--- config.mk ---
export PLATFORM = sky130hd
export DESIGN_NAME = binary_game_core
export DESIGN_NICKNAME = d
export VERILOG_FILES = /design/src/rtl/binary_game_pkg.sv /design/src/rtl/lfsr_gen.sv /design/src/rtl/binary_game_core.sv
export SDC_FILE = /design/constraint.sdc
export NUM_CORES = 1
export LEC_CHECK = 0
export CAP_MARGIN = 10
export CORE_MARGIN = 1.5
export CORE_UTILIZATION = 45
export CTS_CLUSTER_DIAMETER = 200
export DETAILED_ROUTE_END_ITERATION = 7
export PLACE_DENSITY = 0.64
export SKIP_LAST_GASP = 1
export SYNTH_ARGS = -nofsm -noshare
export SYNTH_HDL_FRONTEND = slang
export SYNTH_SLANG_ARGS = --single-unit
--- constraint.sdc ---
create_clock -name clk -period 5.5 [get_ports clk]
set_clock_uncertainty 0.15 [all_clocks]
set_input_delay 1.65 -clock clk [delete_from_list [all_inputs] [get_ports clk]]
set_output_delay 1.65 -clock clk [all_outputs]
set_load 0.01 [all_outputs]
--- src/rtl/binary_game_pkg.sv ---
// Shared constants for the binary matching game: state encodings, LFSR seed and
// maximal-length tap masks for widths 2..16.
package binary_game_pkg;

   typedef enum logic [1:0] {
      ST_IDLE = 2'b00,
      ST_PLAY = 2'b01,
      ST_OVER = 2'b10
   } game_state_t;

   localparam int unsigned TIME_W    = 6;
   localparam logic [15:0] LFSR_SEED = 16'h0001;

   // Fibonacci tap mask (bit k-1 set for polynomial term x^k), maximal length per width
   function automatic logic [15:0] lfsr_taps(input int unsigned width);
      logic [15:0] taps;
      case (width)
         2:       taps = 16'h0003;
         3:       taps = 16'h0006;
         4:       taps = 16'h000C;
         5:       taps = 16'h0014;
         6:       taps = 16'h0030;
         7:       taps = 16'h0060;
         8:       taps = 16'h00B8;
         9:       taps = 16'h0110;
         10:      taps = 16'h0240;
         11:      taps = 16'h0500;
         12:      taps = 16'h0829;
         13:      taps = 16'h100D;
         14:      taps = 16'h2015;
         15:      taps = 16'h6000;
         default: taps = 16'hD008;
      endcase
      return taps;
   endfunction

endpackage

--- src/rtl/lfsr_gen.sv ---
// Free-running maximal-length Fibonacci LFSR; nonzero seed keeps it out of the
// all-zero lock-up state.
module lfsr_gen
   import binary_game_pkg::*;
#(
   parameter int unsigned WIDTH = 8
) (
   input  logic             clk,
   input  logic             rst,
   output logic [WIDTH-1:0] value
);

   localparam logic [WIDTH-1:0] TAPS = WIDTH'(lfsr_taps(WIDTH));
   localparam logic [WIDTH-1:0] SEED = WIDTH'(LFSR_SEED);

   always_ff @(posedge clk) begin
      if (rst) value <= SEED;
      else     value <= {value[WIDTH-2:0], ^(value & TAPS)};
   end

endmodule

--- src/rtl/binary_game_core.sv ---
// Binary matching game: player sets switches to a random target before the round
// timer expires; tracks score per game and the best score since reset.
module binary_game_core
   import binary_game_pkg::*;
#(
   parameter int unsigned WIDTH         = 8,
   parameter int unsigned GAME_SECONDS  = 30,
   parameter int unsigned TICKS_PER_SEC = 100000000,
   parameter int unsigned SUBMIT_MODE   = 0,
   parameter int unsigned MATCH_HOLD    = 4,
   parameter int unsigned PENALTY_SEC   = 2,
   parameter int unsigned SCORE_W       = 4
) (
   input  logic               clk,
   input  logic               rst,
   input  logic               start,
   input  logic [WIDTH-1:0]   sw,
   input  logic               submit,
   output logic [WIDTH-1:0]   target,
   output logic [TIME_W-1:0]  time_left,
   output logic [SCORE_W-1:0] score,
   output logic [SCORE_W-1:0] high_score,
   output logic [1:0]         state,
   output logic               hit
);

   localparam int unsigned TICK_W = $clog2(TICKS_PER_SEC);
   localparam int unsigned HOLD_W = (MATCH_HOLD > 1) ? $clog2(MATCH_HOLD) : 1;
   localparam int unsigned DEC_W  = TIME_W + 1;

   localparam logic [TICK_W-1:0]  TICK_LAST = TICK_W'(TICKS_PER_SEC - 1);
   localparam logic [HOLD_W-1:0]  HOLD_LAST = HOLD_W'(MATCH_HOLD - 1);
   localparam logic [TIME_W-1:0]  GAME_TIME = TIME_W'(GAME_SECONDS);
   localparam logic [DEC_W-1:0]   PEN_TIME  = DEC_W'(PENALTY_SEC);
   localparam logic [SCORE_W-1:0] SCORE_MAX = {SCORE_W{1'b1}};

   game_state_t        st;
   logic               start_q;
   logic               submit_q;
   logic [TICK_W-1:0]  tick_cnt;
   logic [HOLD_W-1:0]  hold_cnt;
   logic [WIDTH-1:0]   lfsr_value;

   logic               start_rise;
   logic               submit_rise;
   logic               tick_wrap;
   logic               match;
   logic               penalty;
   logic [HOLD_W-1:0]  hold_nxt;
   logic [DEC_W-1:0]   dec;
   logic [TIME_W-1:0]  time_nxt;
   logic [SCORE_W-1:0] score_nxt;
   logic [WIDTH-1:0]   new_target;

   lfsr_gen #(.WIDTH(WIDTH)) u_lfsr (
      .clk   (clk),
      .rst   (rst),
      .value (lfsr_value)
   );

   assign state = st;

   // Per-cycle game events and the resulting next values while in PLAY
   always_comb begin
      start_rise  = start & ~start_q;
      submit_rise = submit & ~submit_q;
      tick_wrap   = (st == ST_PLAY) && (tick_cnt == TICK_LAST);
      match       = 1'b0;
      penalty     = 1'b0;
      hold_nxt    = '0;
      if (st == ST_PLAY) begin
         if (SUBMIT_MODE == 0) begin
            if (sw == target) begin
               if (hold_cnt == HOLD_LAST) match    = 1'b1;
               else                       hold_nxt = hold_cnt + 1'b1;
            end
         end else if (submit_rise) begin
            if (sw == target) match   = 1'b1;
            else              penalty = 1'b1;
         end
      end
      dec       = DEC_W'(tick_wrap) + (penalty ? PEN_TIME : '0);
      time_nxt  = ({1'b0, time_left} <= dec) ? '0 : time_left - TIME_W'(dec);
      score_nxt = score;
      if (match && (score != SCORE_MAX)) score_nxt = score + 1'b1;
      // Never repeat the previous target, so a held switch pattern cannot re-match
      new_target = (lfsr_value == target) ? (lfsr_value ^ WIDTH'(1)) : lfsr_value;
   end

   always_ff @(posedge clk) begin
      if (rst) begin
         st         <= ST_IDLE;
         start_q    <= 1'b1;
         submit_q   <= 1'b1;
         tick_cnt   <= '0;
         hold_cnt   <= '0;
         target     <= '0;
         time_left  <= GAME_TIME;
         score      <= '0;
         high_score <= '0;
         hit        <= 1'b0;
      end else begin
         start_q  <= start;
         submit_q <= submit;
         hit      <= 1'b0;
         case (st)
            ST_IDLE, ST_OVER: begin
               if (start_rise) begin
                  st        <= ST_PLAY;
                  score     <= '0;
                  time_left <= GAME_TIME;
                  tick_cnt  <= '0;
                  hold_cnt  <= '0;
                  target    <= lfsr_value;
               end
            end
            ST_PLAY: begin
               tick_cnt  <= tick_wrap ? '0 : tick_cnt + 1'b1;
               hold_cnt  <= hold_nxt;
               time_left <= time_nxt;
               score     <= score_nxt;
               if (match) begin
                  target <= new_target;
                  hit    <= 1'b1;
               end
               // A match on the final cycle is already folded into score_nxt
               if (time_nxt == '0) begin
                  st <= ST_OVER;
                  if (score_nxt > high_score) high_score <= score_nxt;
               end
            end
            default: st <= ST_IDLE;
         endcase
      end
   end

endmodule

; After elaboration in Yosys (flattened, before gate mapping)
; Index checks and enable logic that the tools add are counted.
[word_totals]
inputBits = 12
ff_bits = 63
output_inout_bits = 25
[op_classes]
n_lt_le_gt_ge = 2
n_eq_ne = 10
n_mux = 24
n_addsub = 4
bitwise_logic = 4
n_reduce_logical = 12
[op_table]
columns = cell, count
row1 = two-way mux 27 bit, 2
row2 = case mux 27 bit (2 select lines), 1
row3 = adder 27 x 1 -> 27 bit (second input constant), 1
row4 = == test 27 bit (second input constant), 1
row5 = == test 8 bit, 2
row6 = two-way mux 8 bit, 2
row7 = case mux 8 bit (2 select lines), 1
row8 = two-way mux 6 bit, 2
row9 = case mux 6 bit (2 select lines), 1
row10 = two-way mux 2 bit, 5
row11 = two-way mux 4 bit, 2
row12 = case mux 2 bit (2 select lines), 2
row13 = case mux 4 bit (2 select lines), 1
row14 = parity 8 bit, 1
row15 = <= comparator 6 x 1 -> 1 bit, 1
row16 = logical NOT 6 bit, 1
row17 = AND reduction 3 bit, 2
row18 = subtractor 6 x 1 -> 6 bit, 1
row19 = two-way mux 1 bit, 5
row20 = adder 4 x 1 -> 4 bit (second input constant), 1
row21 = == test 2 bit (second input constant), 2
row22 = greater-than comparator 4 bit, 1
row23 = != test 2 bit (second input constant), 2
row24 = != test 4 bit (second input constant), 1
row25 = 10 further kinds, 15

; Logic depth before layout (Yosys ltp)
; Gate-level depths: netlist of the first run.
[logic_depth]
word_depth = 8
depth_mapped = 12

; Cells and area by module
; From an unflattened synthesis of the first run, not the netlist that was laid out.
[unflattened]
hier_cells = 379
area_unflattened_um2 = 3254.4
[modules_own_cells]
columns = mod, instances, seq_area_each_um2, cells_each, area_each_um2
row1 = binary_game_core, 1, 1101.1, 360, 3017.9
row2 = lfsr_gen, 1, 160.2, 19, 236.5

; Least setup slack after synthesis of the first run
; No wires, ideal clock.
[synth_path]
path_type = input-to-reg
start = in sw[6]
end = reg high_score[0]
setup_time_ns = 0.086
required_time_ns = 5.264
path_slack_ns = 1.433
stages = 11
t_arrival_ns = 3.831
cell_sequence = xnor2_1 > nand4_1 > nor4_1 > mux2i_1 > inv_1 > ha_1 > nor2b_1 > o211ai_1 > a21oi_1 > and3_1 > a211oi_1
[synth_via]
elab_chain_cells = 7
[synth_rtl]
columns = element, line_no
row1 = from (decl), binary_game_core.sv:17  ; input logic [WIDTH-1:0] sw,
row2 = == test 8 bit, --
row3 = two-way mux 1 bit, binary_game_core.sv:73  ; if (sw == target) begin
row4 = two-way mux 1 bit, binary_game_core.sv:71  ; if (st == ST_PLAY) begin
row5 = logical AND 1 bit, binary_game_core.sv:85  ; if (match && (score != SCORE_MAX)) score_nxt = score + 1'b1;
row6 = two-way mux 4 bit, binary_game_core.sv:85
row7 = named net score_nxt[1], binary_game_core.sv:52  ; logic [SCORE_W-1:0] score_nxt;
row8 = greater-than comparator 4 bit, binary_game_core.sv:129  ; if (score_nxt > high_score) high_score <= score_nxt;
row9 = AND reduction 3 bit (no source line), --
row10 = to (signal assigned), binary_game_core.sv:129
row11 = to (decl), binary_game_core.sv:22  ; output logic [SCORE_W-1:0] high_score,
; The timed path passes the listed nets, and every way through them passes these cells.
; A chain may end at the register's enable or synchronous reset.

; Worst setup path after layout of the first run
[layout_path]
start = in sw[6]
end = reg high_score[2]
; The elaborated chain is that of the path after synthesis.

==> results of run 1 <==
worst max-delay path, delay by kind of cell:
kind,cells,cell delay [ns]
AO/OA/AOI/OAI,3,0.58
XOR/XNOR,1,0.12
buffers and inverters,2,0.55
AND/OR/NAND/NOR,4,1.09
adder cells (fa/ha/maj),1,0.29
multiplexers,1,0.38
worst max path at each step:
stage	startpoint	to	depth (start not counted)	slack [ns]
after floorplan	sw[6]	high_score[0]$_SDFFE_PP0P_	11	1.43
after global placement	sw[1]	high_score[2]$_SDFFE_PP0P_	12	0.63
after detailed placement	sw[6]	high_score[2]$_SDFFE_PP0P_	12	0.59
after CTS	sw[6]	high_score[2]$_SDFFE_PP0P_	12	0.95
after global routing	sw[6]	high_score[2]$_SDFFE_PP0P_	12	0.68
final	sw[6]	high_score[2]$_SDFFE_PP0P_	12	0.93
logic make-up (layout without fill, tap and decap cells):
group,Yosys count,count (layout),share of synthesized area [%]
mux,5,5,1.60
buf+inv,28,67,3.63
compound gates,63,63,12.6
simple gates,161,161,27.0
fa+ha+maj,9,9,3.52
flops,63,63,39.4
xor+xnor,44,44,12.3
registers in the layout (all words and copies together), names as in the netlist:
register      cells
u_lfsr.value      8
state             2
score             4
hit               1
hold_cnt          2
start_q           1
target            8
tick_cnt         27
high_score        4
time_left         6
area by class of cell:
| type | count | area (um2) | share of cell area [%] |
|---|---|---|---|
| Multi-Input combinational cell | 282 | 1820 | 47.6 |
| Sequential cell | 63 | 1260 | 32.9 |
| Timing Repair Buffer | 38 | 373 | 9.74 |
| Clock buffer | 12 | 155 | 4.05 |
| Tap cell | 96 | 120 | 3.14 |
| Inverter | 14 | 52.6 | 1.37 |
| Clock inverter | 3 | 42.5 | 1.11 |
placed cells by master (no fill, tap or decap), types with 3 or more instances in the layout:
master / netlist / routed
sky130_fd_sc_hd__o2111ai_1: 3 / 3
sky130_fd_sc_hd__clkdlybuf4s50_1: 0 / 35
sky130_fd_sc_hd__nor2_1: 48 / 48
sky130_fd_sc_hd__xnor2_1: 37 / 37
sky130_fd_sc_hd__clkbuf_8: 0 / 11
sky130_fd_sc_hd__nor3_1: 8 / 8
sky130_fd_sc_hd__o21ai_0: 15 / 15
sky130_fd_sc_hd__inv_1: 14 / 14
sky130_fd_sc_hd__xor2_1: 6 / 6
sky130_fd_sc_hd__nand2_1: 20 / 20
sky130_fd_sc_hd__a21oi_1: 19 / 19
sky130_fd_sc_hd__nor4_1: 12 / 12
sky130_fd_sc_hd__nand2b_1: 3 / 3
sky130_fd_sc_hd__buf_4: 0 / 3
sky130_fd_sc_hd__a22oi_1: 4 / 4
sky130_fd_sc_hd__dfxtp_1: 63 / 63
sky130_fd_sc_hd__mux2i_1: 4 / 4
sky130_fd_sc_hd__o21ai_1: 3 / 3
sky130_fd_sc_hd__nor2b_1: 10 / 10
sky130_fd_sc_hd__and3_1: 9 / 9
sky130_fd_sc_hd__and4_1: 4 / 4
sky130_fd_sc_hd__o22ai_1: 4 / 4
sky130_fd_sc_hd__nand3_1: 21 / 21
sky130_fd_sc_hd__ha_1: 9 / 9
sky130_fd_sc_hd__o31a_1: 3 / 3
sky130_fd_sc_hd__nand4_1: 12 / 12
sky130_fd_sc_hd__a31oi_1: 3 / 3
routing by layer:
metal  up-vias  global-route usage [%]  routed length [um]
met5         -                       0                   0
met3        14                    3.22                 309
met2        67                    29.9                3260
met1      1272                    28.1                3480
met4         0                    10.2                 189
li1       1398                       -                   -
report_power, final:
| part | internal, mW | switching [mW] |
|---|---|---|
| Sequential | 0.461 | 0.00509 |
| Clock | 0.231 | 0.175 |
| Combinational | 0.0226 | 0.0327 |
| Total | 0.714 | 0.212 |
stage by stage:
step | cell area [um2] | util (%)
4_1_cts | 3830 | 56.0
6_report | 3830 | 56.0
3_5_place_dp | 3630 | 53.2
5_1_grt | 3830 | 56.0
2_1_floorplan | 3200 | -
3_3_place_gp | 3630 | 53.2
==> results.yml, run 1 <==
timing:
  final-hold-violation-count: 0
  max-slew-margin-rel_pct: 57.7
  period_needed_ns: 4.57
  final_min_period_over_clock_period_pct: 83.1
  final_critical_path_setup_slack_ns: 0.927
  setup_violations: 0
  timing.hold.ws_ns: 0.311
  grt_setup_unrepaired: "false"
  max_freq_mhz: 219
  worst-slew-pin-transition_ns: 0.633
  totalNegativeSetupSlack_ns: 0
  slew_violations: 0
grt:
  vias_in_the_first_global_route: 2510
  total_track_usage_pct: 20.1
  grt_remaining_overflow: 0
  antenna_found_initial: 0
  global_route_wire_length_before_repair_mm: 12.1
  grt_start_max_net_pins: 29
synth:
  synth.largest_area_cell: "sky130_fd_sc_hd__dfxtp_1"
  yosysWarningCount: 0
  synth_enable_flop_cells: 0
  syn_inst: 373
  synth_seq_area_share_pct: 39.4
  synthArstFlopShare_pct: 0
  syn_avg_cell_area_um2: 8.58
  synth.distinct_cells: 49
  yosys-top-cells-count: "63 x sky130_fd_sc_hd__dfxtp_1, 48 x sky130_fd_sc_hd__nor2_1, 37 x sky130_fd_sc_hd__xnor2_1"
  mappedNetlistNets: 394
  area_share_of_the_largest_cell_type_after_synthesis_pct: 39.4
  netlist_top_cells_area: "sky130_fd_sc_hd__dfxtp_1 39%, sky130_fd_sc_hd__xnor2_1 10%, sky130_fd_sc_hd__nor2_1 5.6%"
  synthesized_cell_area_um2: 3200
  yosys_register_bits: 63
  synth.most_common_cell: "sky130_fd_sc_hd__dfxtp_1"
  synth_ff_type: "sky130_fd_sc_hd__dfxtp_1"
setup_path:
  cp_common_cell: "sky130_fd_sc_hd__nand4_1"
  worstPathArrival_ns: 4.68
  startpoint_type: "input pin"
  worst_case_register_to_register_setup_slack_ns: 2.16
  worstReg2RegEnd: "high_score[2]$_SDFFE_PP0P_"
  path_cells: "clkdlybuf4s50_1, xnor2_1, nand4_1, nor4_1, mux2i_1, inv_1, ha_1, nor2b_1, o211ai_1, a21oi_1, nand4_1, o32ai_1"
  timing.critical_path.slowest_cell_delay_ns: 0.50
  worstPathRequired_ns: 5.61
  crit_path_top_delay_cell: "sky130_fd_sc_hd__nor4_1"
  worst-path-max-fanout: 5
  worst-r2r-cell-count: 11
  cp-end-kind: "register"
  worst_r2r_startpoint: "state[0]$_SDFFE_PP0P_"
  crit_type: "in -> reg"
routing:
  via_count_of_the_routed_design: 2751
  route.detailed.wl_per_inst_um: 14.2
  drt-vias-per-instance: 5.42
  dr.first_iter.drc_count: 123
  drt-total-wl_mm: 7.23
  detail_route.drc_violations: 0
  firstDrtPassIters: 6
  antenna_left: 0
placed_design:
  numPortBuffers: 35
  gpl.final_weighted_congestion: 0.853
  detailed_place_hpwl_mm: 4.99
  worst_case_setup_slack_after_placement_ns: 0.592
  post-place-cells: 493
cts:
  path_clk_slew_ns: 0.08
  clock_tree.root_cell: "sky130_fd_sc_hd__clkbuf_8"
  cts.sinks: 63
  cts_resized: 0
  cts_post_setup_buffers_inserted: 0
  clk-insertion-delay-late_ns: 0.34
  cts_made_buffers: 9
  cts.path.max_buffers: 2
  cts-hold-fix-buffers: 0
  htree_num_levels: 3
  tritoncts: "built"
pwr:
  report.power.total_mw: 0.926
  total_leakage_power_nw: 1.28
  max-vdd-ir-drop_uv: 136
  p_per_area_nw_per_um2: 242
layout:
  finish.net_count: 429
  filler_cell_count: 638
  area_delta_synth_final_pct: 19.6
  final_layout_size_suffix_gt1_share_pct: 6.55
  final_instance_count_excl_fillers: 508
  antenna-diode-count: 0
die:
  core-area_um2: 6830
  row_count: 30
  die_y_um: 87.4
  floorplan.initialDensity_pct: 46.9
  die_area_um2: 7630
  die_width_um: 87.4
  design.portCount: 37
outcome:
  status: "complete, no violations"
hold_path:
  min_path_type: "reg -> reg"
  hold_path_depth: 1
  hold-path-endpoint: "u_lfsr.value[1]$_SDFF_PP0_"
  timing.hold.worst.start: "u_lfsr.value[0]$_SDFF_PP1_"
job:
  cap_violations: 0
(Power assumes the default switching activity.)
==> inputs of run 2 (changes only) <==
clock period = 4.4 ns   (was 5.5 ns; I/O delays follow)
==> run 2 against run 1 <==
Wire length increased by 0.37%. Register-to-register slack got worse by 0.99 ns. Clock power increased by 30%. Core utilization increased by 0.71 points. Total power increased by 27%. Sequential cell count unchanged. Sequential share of layout area decreased by 0.41 points. First-iteration DRC count decreased by 30%. Global-route usage decreased by 0.052 points. Critical endpoint unchanged.
==> results.yml, run 2 (synthesized netlist as in run 1, its figures left out) <==
layout:
  filler_cell_count: 653
  multi_input_comb_area_um2: 1820
  finish.net_count: 434
  layout_commonest_cell: "sky130_fd_sc_hd__dfxtp_1"
  antenna-diode-count: 0
  registers.top_by_ff_count: "tick_cnt"
  sequential_cell_area_um2: 1260
  largest_register_ffs: 27
  leading_cell_types_in_the_layout_fill_and_taps_excluded: "63 x sky130_fd_sc_hd__dfxtp_1, 48 x sky130_fd_sc_hd__nor2_1, 37 x sky130_fd_sc_hd__xnor2_1, 35 x sky130_fd_sc_hd__clkdlybuf4s50_1, 21 x sky130_fd_sc_hd__nand3_1"
  final_instance_count_excl_fillers: 514
  area_delta_synth_final_pct: 21.1
  final_layout_size_suffix_gt1_share_pct: 7.89
  layout_top_registers: "tick_cnt x27, target x8, u_lfsr.value x8"
setup_path:
  startpoint_type: "input pin"
  worstPathRequired_ns: 4.50
  path_cells: "clkdlybuf4s50_1, xnor2_2, nand2_4, nor4_1, buf_4, mux2i_1, inv_1, ha_1, nor2b_1, o211ai_1, a21oi_1, nand4_1, o32ai_1"
  cp-end-kind: "register"
  worst-r2r-cell-count: 11
  cp_num_cells: 13
  critical_path_buf_inv_count: 3
  crit_path_top_delay_cell: "sky130_fd_sc_hd__clkdlybuf4s50_1"
  crit_type: "in -> reg"
  worst-path-max-fanout: 5
  worstPathArrival_ns: 4.14
  timing.critical_path.slowest_cell_delay_ns: 0.44
  path_delay_family: "simple AND/OR/NAND/NOR gates"
routing:
  dr.first_iter.drc_count: 86
  route.detailed.wl_per_inst_um: 14.1
  firstDrtPassIters: 4
  via_count_of_the_routed_design: 2760
  detail_route.drc_violations: 0
  antenna_left: 0
  drt-vias-per-instance: 5.37
  drt-total-wl_mm: 7.26
cts:
  cts-hold-fix-buffers: 0
  cts.path.max_buffers: 2
  cts_resized: 0
  cts.sinks: 63
  clock_tree.root_cell: "sky130_fd_sc_hd__clkbuf_8"
  cts_made_buffers: 9
  htree_num_levels: 3
  cts_post_setup_buffers_inserted: 0
  clk-insertion-delay-late_ns: 0.34
  tritoncts: "built"
  path_clk_slew_ns: 0.07
placed_design:
  detailed_place_hpwl_mm: 5.05
  worst_case_setup_slack_after_placement_ns: -0.00963
  gpl.final_weighted_congestion: 0.828
  numPortBuffers: 35
  post-place-cells: 498
grt:
  vias_in_the_first_global_route: 2479
  antenna_found_initial: 0
  global_route_wire_length_before_repair_mm: 11.9
  grt_start_max_net_pins: 28
  total_track_usage_pct: 20.1
  grt_remaining_overflow: 0
pwr:
  total_leakage_power_nw: 1.31
  p_per_area_nw_per_um2: 304
  power.share.sequential_pct: 49.4
  report.power.total_mw: 1.18
  clock_network_power_share_pct: 44.8
  max-vdd-ir-drop_uv: 174
  cell_internal_power_mw: 0.911
  sw_frac_of_total_pct: 22.8
  comb_power_share_pct: 5.9
  p_switching_mw: 0.268
timing:
  final_critical_path_setup_slack_ns: 0.359
  max-slew-margin-rel_pct: 57.2
  final-hold-violation-count: 0
  max_freq_mhz: 247
  period_needed_ns: 4.04
  slew_violations: 0
  worst-slew-pin-transition_ns: 0.636
  grt_setup_unrepaired: "false"
  setup_violations: 0
  final_min_period_over_clock_period_pct: 91.8
  timing.hold.ws_ns: 0.319
hold_path:
  hold_path_depth: 1
  min_path_type: "reg -> reg"
die:
  die_width_um: 87.4
  floorplan.initialDensity_pct: 46.9
  die_y_um: 87.4
  core-area_um2: 6830
  row_count: 30
  design.portCount: 37
  die_area_um2: 7630
job:
  cap_violations: 0
outcome:
  status: "complete, no violations"
run 2: cell types whose count changed in the layout (fill, tap and decap cells not counted):
cell | before | now
sky130_fd_sc_hd__buf_4 | 3 | 8
sky130_fd_sc_hd__clkbuf_8 | 11 | 12
sky130_fd_sc_hd__clkinvlp_4 | 1 | 0
sky130_fd_sc_hd__clkinv_2 | 1 | 2
run 2: final cells by class:
class	instances	area share [%]
repair buffers	43	10.6
inverters	14	1.36
flip-flops and latches	63	32.5
multi-input cells	282	47.0
clock buffers	13	4.36
well taps	96	3.10
clock inverters	3	1.03
run 2: per-layer routing:
| layer | wire, um | track usage [%] |
|---|---|---|
| met5 | 0 | 0 |
| met1 | 3640 | 27.4 |
| met4 | 42 | 6.93 |
| met3 | 214 | 4.08 |
| met2 | 3360 | 31.4 |
run 2: worst reg2reg max path, stage by stage (launching register included):
cell,delay [ns]
sky130_fd_sc_hd__dfxtp_1,0.37
sky130_fd_sc_hd__ha_1,0.24
sky130_fd_sc_hd__and4_1,0.20
sky130_fd_sc_hd__nand4_1,0.13
sky130_fd_sc_hd__nor3_1,0.21
sky130_fd_sc_hd__ha_1,0.23
sky130_fd_sc_hd__ha_1,0.29
sky130_fd_sc_hd__xnor2_1,0.15
sky130_fd_sc_hd__nand3_1,0.11
sky130_fd_sc_hd__o31ai_1,0.58
sky130_fd_sc_hd__nand4_1,0.22
sky130_fd_sc_hd__o32ai_1,0.26
run 2: worst paths after layout:
check	startpoint	endpoint	slack, ns
worst min-delay path	u_lfsr.value[0]$_SDFF_PP1_	u_lfsr.value[1]$_SDFF_PP0_	0.32
worst max register to register	tick_cnt[0]$_SDFFE_PP0P_	high_score[2]$_SDFFE_PP0P_	1.17
worst min register to register	u_lfsr.value[0]$_SDFF_PP1_	u_lfsr.value[1]$_SDFF_PP0_	0.32
worst max-delay path	sw[4]	high_score[2]$_SDFFE_PP0P_	0.36
run 2: power groups by stage:
stage | Sequential (mW) | Clock [mW] | Combinational [mW]
3_5_place_dp | 0.595 | 0 | 0.0692
4_1_cts | 0.582 | 0.537 | 0.0694
6_report | 0.582 | 0.528 | 0.0691
5_1_grt | 0.583 | 0.564 | 0.0760
3_3_place_gp | 0.595 | 0 | 0.0688
2_1_floorplan | 0.594 | 0 | 0.0428
run 2: stage by stage:
| stage | setup TNS (ns) | utilization, % | instance area, um2 |
|---|---|---|---|
| 2_1_floorplan | 0 | - | 3200 |
| 3_5_place_dp | -0.00963 | 53.7 | 3670 |
| 6_report | 0 | 56.8 | 3880 |
| 4_1_cts | 0 | 56.8 | 3880 |
| 5_1_grt | 0 | 56.8 | 3880 |
| 3_3_place_gp | 0 | 53.7 | 3670 |
==> inputs of run 3 (changes only) <==
CELL_PAD_IN_SITES_DETAIL_PLACEMENT = 1   (was not set)
CELL_PAD_IN_SITES_GLOBAL_PLACEMENT = 1   (was not set)
CORE_UTILIZATION = 42   (was 45)
PLACE_DENSITY = 0.77   (was 0.64)
==> run 3 against run 2 <==
Global-route usage is 1.8 points higher. Core utilization fell by 3.6 points. First-iteration DRC count is 7.0% lower. Cell count rose by 0.78%. Sequential share of layout area is 0.15 points lower. Register-to-register slack got worse by 0.09 ns. Combinational power is 3.9% higher. Count of clock-buffer cells in the layout decreased by 1. Sequential power about the same. Worst setup slack worse by 0.089 ns. Maximum frequency fell by 2.2%. Critical path depth did not move. Critical endpoint is now high_score[1]$_SDFFE_PP0P_. Largest cell class unchanged. Largest power group unchanged.
==> results.yml, run 3 (synthesized netlist as in run 1, its figures left out) <==
cts:
  tritoncts: "built"
  cts_made_buffers: 9
  cts.path.max_buffers: 2
  htree_num_levels: 3
  clk-insertion-delay-late_ns: 0.34
  path_clk_slew_ns: 0.07
  cts.sinks: 63
  clock_tree.root_cell: "sky130_fd_sc_hd__clkbuf_8"
routing:
  detail_route.drc_violations: 0
  antenna_left: 0
  firstDrtPassIters: 4
  drt-vias-per-instance: 5.60
  dr.first_iter.drc_count: 80
  drt-total-wl_mm: 8.34
  route.detailed.wl_per_inst_um: 16.1
  via_count_of_the_routed_design: 2903
setup_path:
  path_cells: "clkdlybuf4s50_1, xnor2_2, nand2_4, nor4_1, buf_4, mux2i_1, inv_1, ha_1, nor2b_1, o211ai_1, a21oi_2, and3_1, a211oi_1"
  worstPathArrival_ns: 4.23
  crit_type: "in -> reg"
  worst-path-max-fanout: 5
  path_delay_family: "simple AND/OR/NAND/NOR gates"
  critical_path_buf_inv_count: 3
  worstPathRequired_ns: 4.50
  startpoint_type: "input pin"
  crit_path_top_delay_cell: "sky130_fd_sc_hd__clkdlybuf4s50_1"
  cp-end-kind: "register"
  timing.critical_path.slowest_cell_delay_ns: 0.45
die:
  die_width_um: 90.3
  floorplan.initialDensity_pct: 43.7
  row_count: 31
  core-area_um2: 7330
  die_area_um2: 8160
  die_y_um: 90.3
  design.portCount: 37
grt:
  grt_remaining_overflow: 0
  antenna_found_initial: 0
  total_track_usage_pct: 21.8
  grt_start_max_net_pins: 28
  vias_in_the_first_global_route: 2974
  global_route_wire_length_before_repair_mm: 14.4
timing:
  final-hold-violation-count: 0
  max-slew-margin-rel_pct: 56.7
  period_needed_ns: 4.13
  max_freq_mhz: 242
  worst-slew-pin-transition_ns: 0.643
  setup_violations: 0
  final_critical_path_setup_slack_ns: 0.270
  slew_violations: 0
  final_min_period_over_clock_period_pct: 93.9
  grt_setup_unrepaired: "false"
job:
  cap_violations: 0
layout:
  final_core_util_pct: 53.1
  final_layout_size_suffix_gt1_share_pct: 8.59
  finish.net_count: 436
  final_design_area_no_fill_um2: 3890
  antenna-diode-count: 0
  layout_commonest_cell: "sky130_fd_sc_hd__dfxtp_1"
  final_instance_count_excl_fillers: 518
  registers.top_by_ff_count: "tick_cnt"
  area_delta_synth_final_pct: 21.6
  leading_cell_types_in_the_layout_fill_and_taps_excluded: "63 x sky130_fd_sc_hd__dfxtp_1, 48 x sky130_fd_sc_hd__nor2_1, 37 x sky130_fd_sc_hd__xnor2_1, 35 x sky130_fd_sc_hd__clkdlybuf4s50_1, 21 x sky130_fd_sc_hd__nand3_1"
  largest_register_ffs: 27
  layout_top_registers: "tick_cnt x27, target x8, u_lfsr.value x8"
placed_design:
  dpl_cell_area_um2: 3670
  worst_case_setup_slack_after_placement_ns: -0.120
  numPortBuffers: 35
  gpl.final_weighted_congestion: 0.784
  detailed_place_hpwl_mm: 5.91
  post-place-cells: 501
pwr:
  p_switching_mw: 0.267
  comb_power_share_pct: 6.2
  p_per_area_nw_per_um2: 298
  clock_network_power_share_pct: 43.7
  sw_frac_of_total_pct: 23.0
  cell_internal_power_mw: 0.894
  max-vdd-ir-drop_uv: 226
  total_leakage_power_nw: 1.31
  power.share.sequential_pct: 50.2
outcome:
  status: "complete, no violations"
hold_path:
  min_path_type: "reg -> reg"
==> run 3: cell types whose count changed in the layout (fill, tap and decap cells not counted) <==
cell and delta:
sky130_fd_sc_hd__a21oi_2 +1, sky130_fd_sc_hd__nor4_1 -1, sky130_fd_sc_hd__buf_4 +2, sky130_fd_sc_hd__clkinv_2 -1
sky130_fd_sc_hd__a21oi_1 -1, sky130_fd_sc_hd__clkinvlp_4 +1, sky130_fd_sc_hd__nor4_2 +1, sky130_fd_sc_hd__clkbuf_8 -1
==> run 3: path summary, 6_finish.rpt <==
| check | from | to | slack (ns) | cells past startpoint |
|---|---|---|---|---|
| setup / recovery | sw[4] | high_score[1]$_SDFFE_PP0P_ | 0.27 | 13 |
| hold / removal | u_lfsr.value[0]$_SDFF_PP1_ | u_lfsr.value[1]$_SDFF_PP0_ | 0.32 | 1 |
| setup reg to reg | state[0]$_SDFFE_PP0P_ | high_score[2]$_SDFFE_PP0P_ | 1.08 | 9 |
| hold reg to reg | u_lfsr.value[0]$_SDFF_PP1_ | u_lfsr.value[1]$_SDFF_PP0_ | 0.32 | 1 |
==> run 3: area by class of cell <==
cell class	instances	area, um2
Tap cell	99	124
Sequential cell	63	1260
Clock buffer	12	155
Fill cell	872	3440
Multi-Input combinational cell	282	1830
Inverter	14	52.6
Timing Repair Buffer	45	425
Clock inverter	3	42.5
==> run 3: power by group through the flow <==
stage          logic [mW]  clock network [mW]  registers, mW
2_1_floorplan      0.0428                   0          0.594
3_3_place_gp       0.0693                   0          0.595
3_5_place_dp       0.0713                   0          0.595
4_1_cts            0.0716               0.516          0.582
5_1_grt            0.0787               0.539          0.583
6_report           0.0718               0.507          0.582
==> run 3: timing repair <==
action | CTS | global route
buffers inserted | 0 | 2
setup endpoints to repair | 0 | 4
hold buffers | 0 | 0
resized for setup | 0 | 2
endpoints found under the hold margin | 0 | 0
==> run 3: stage by stage <==
step | setup TNS, ns | hold WS [ns] | total power, mW
final | 0 | 0.320 | 1.16
after global routing | 0 | 0.342 | 1.20
after CTS | 0 | 0.331 | 1.17
after detailed placement | -0.387 | 0.311 | 0.666
after global placement | 0 | 0.303 | 0.664
after floorplan | 0 | 0.281 | 0.637
==> run 3: worst reg2reg max path, stage by stage (launching register included) <==
cell and delay (ns):
sky130_fd_sc_hd__dfxtp_1 0.49, sky130_fd_sc_hd__nor4b_1 0.31, sky130_fd_sc_hd__nand4_1 0.19, sky130_fd_sc_hd__nor3_1 0.21, sky130_fd_sc_hd__ha_1 0.24, sky130_fd_sc_hd__nor3b_1 0.41
sky130_fd_sc_hd__xor2_1 0.15, sky130_fd_sc_hd__o31ai_1 0.57, sky130_fd_sc_hd__nand4_1 0.23, sky130_fd_sc_hd__o32ai_1 0.27
==> run 3: metal layers <==
layer	vias up	wire length, um	GRT usage [%]
met5	-	0	0
met4	0	160	9.92
met3	12	232	3.03
met2	45	4100	37.8
met1	1429	3840	26.7
li1	1417	-	-
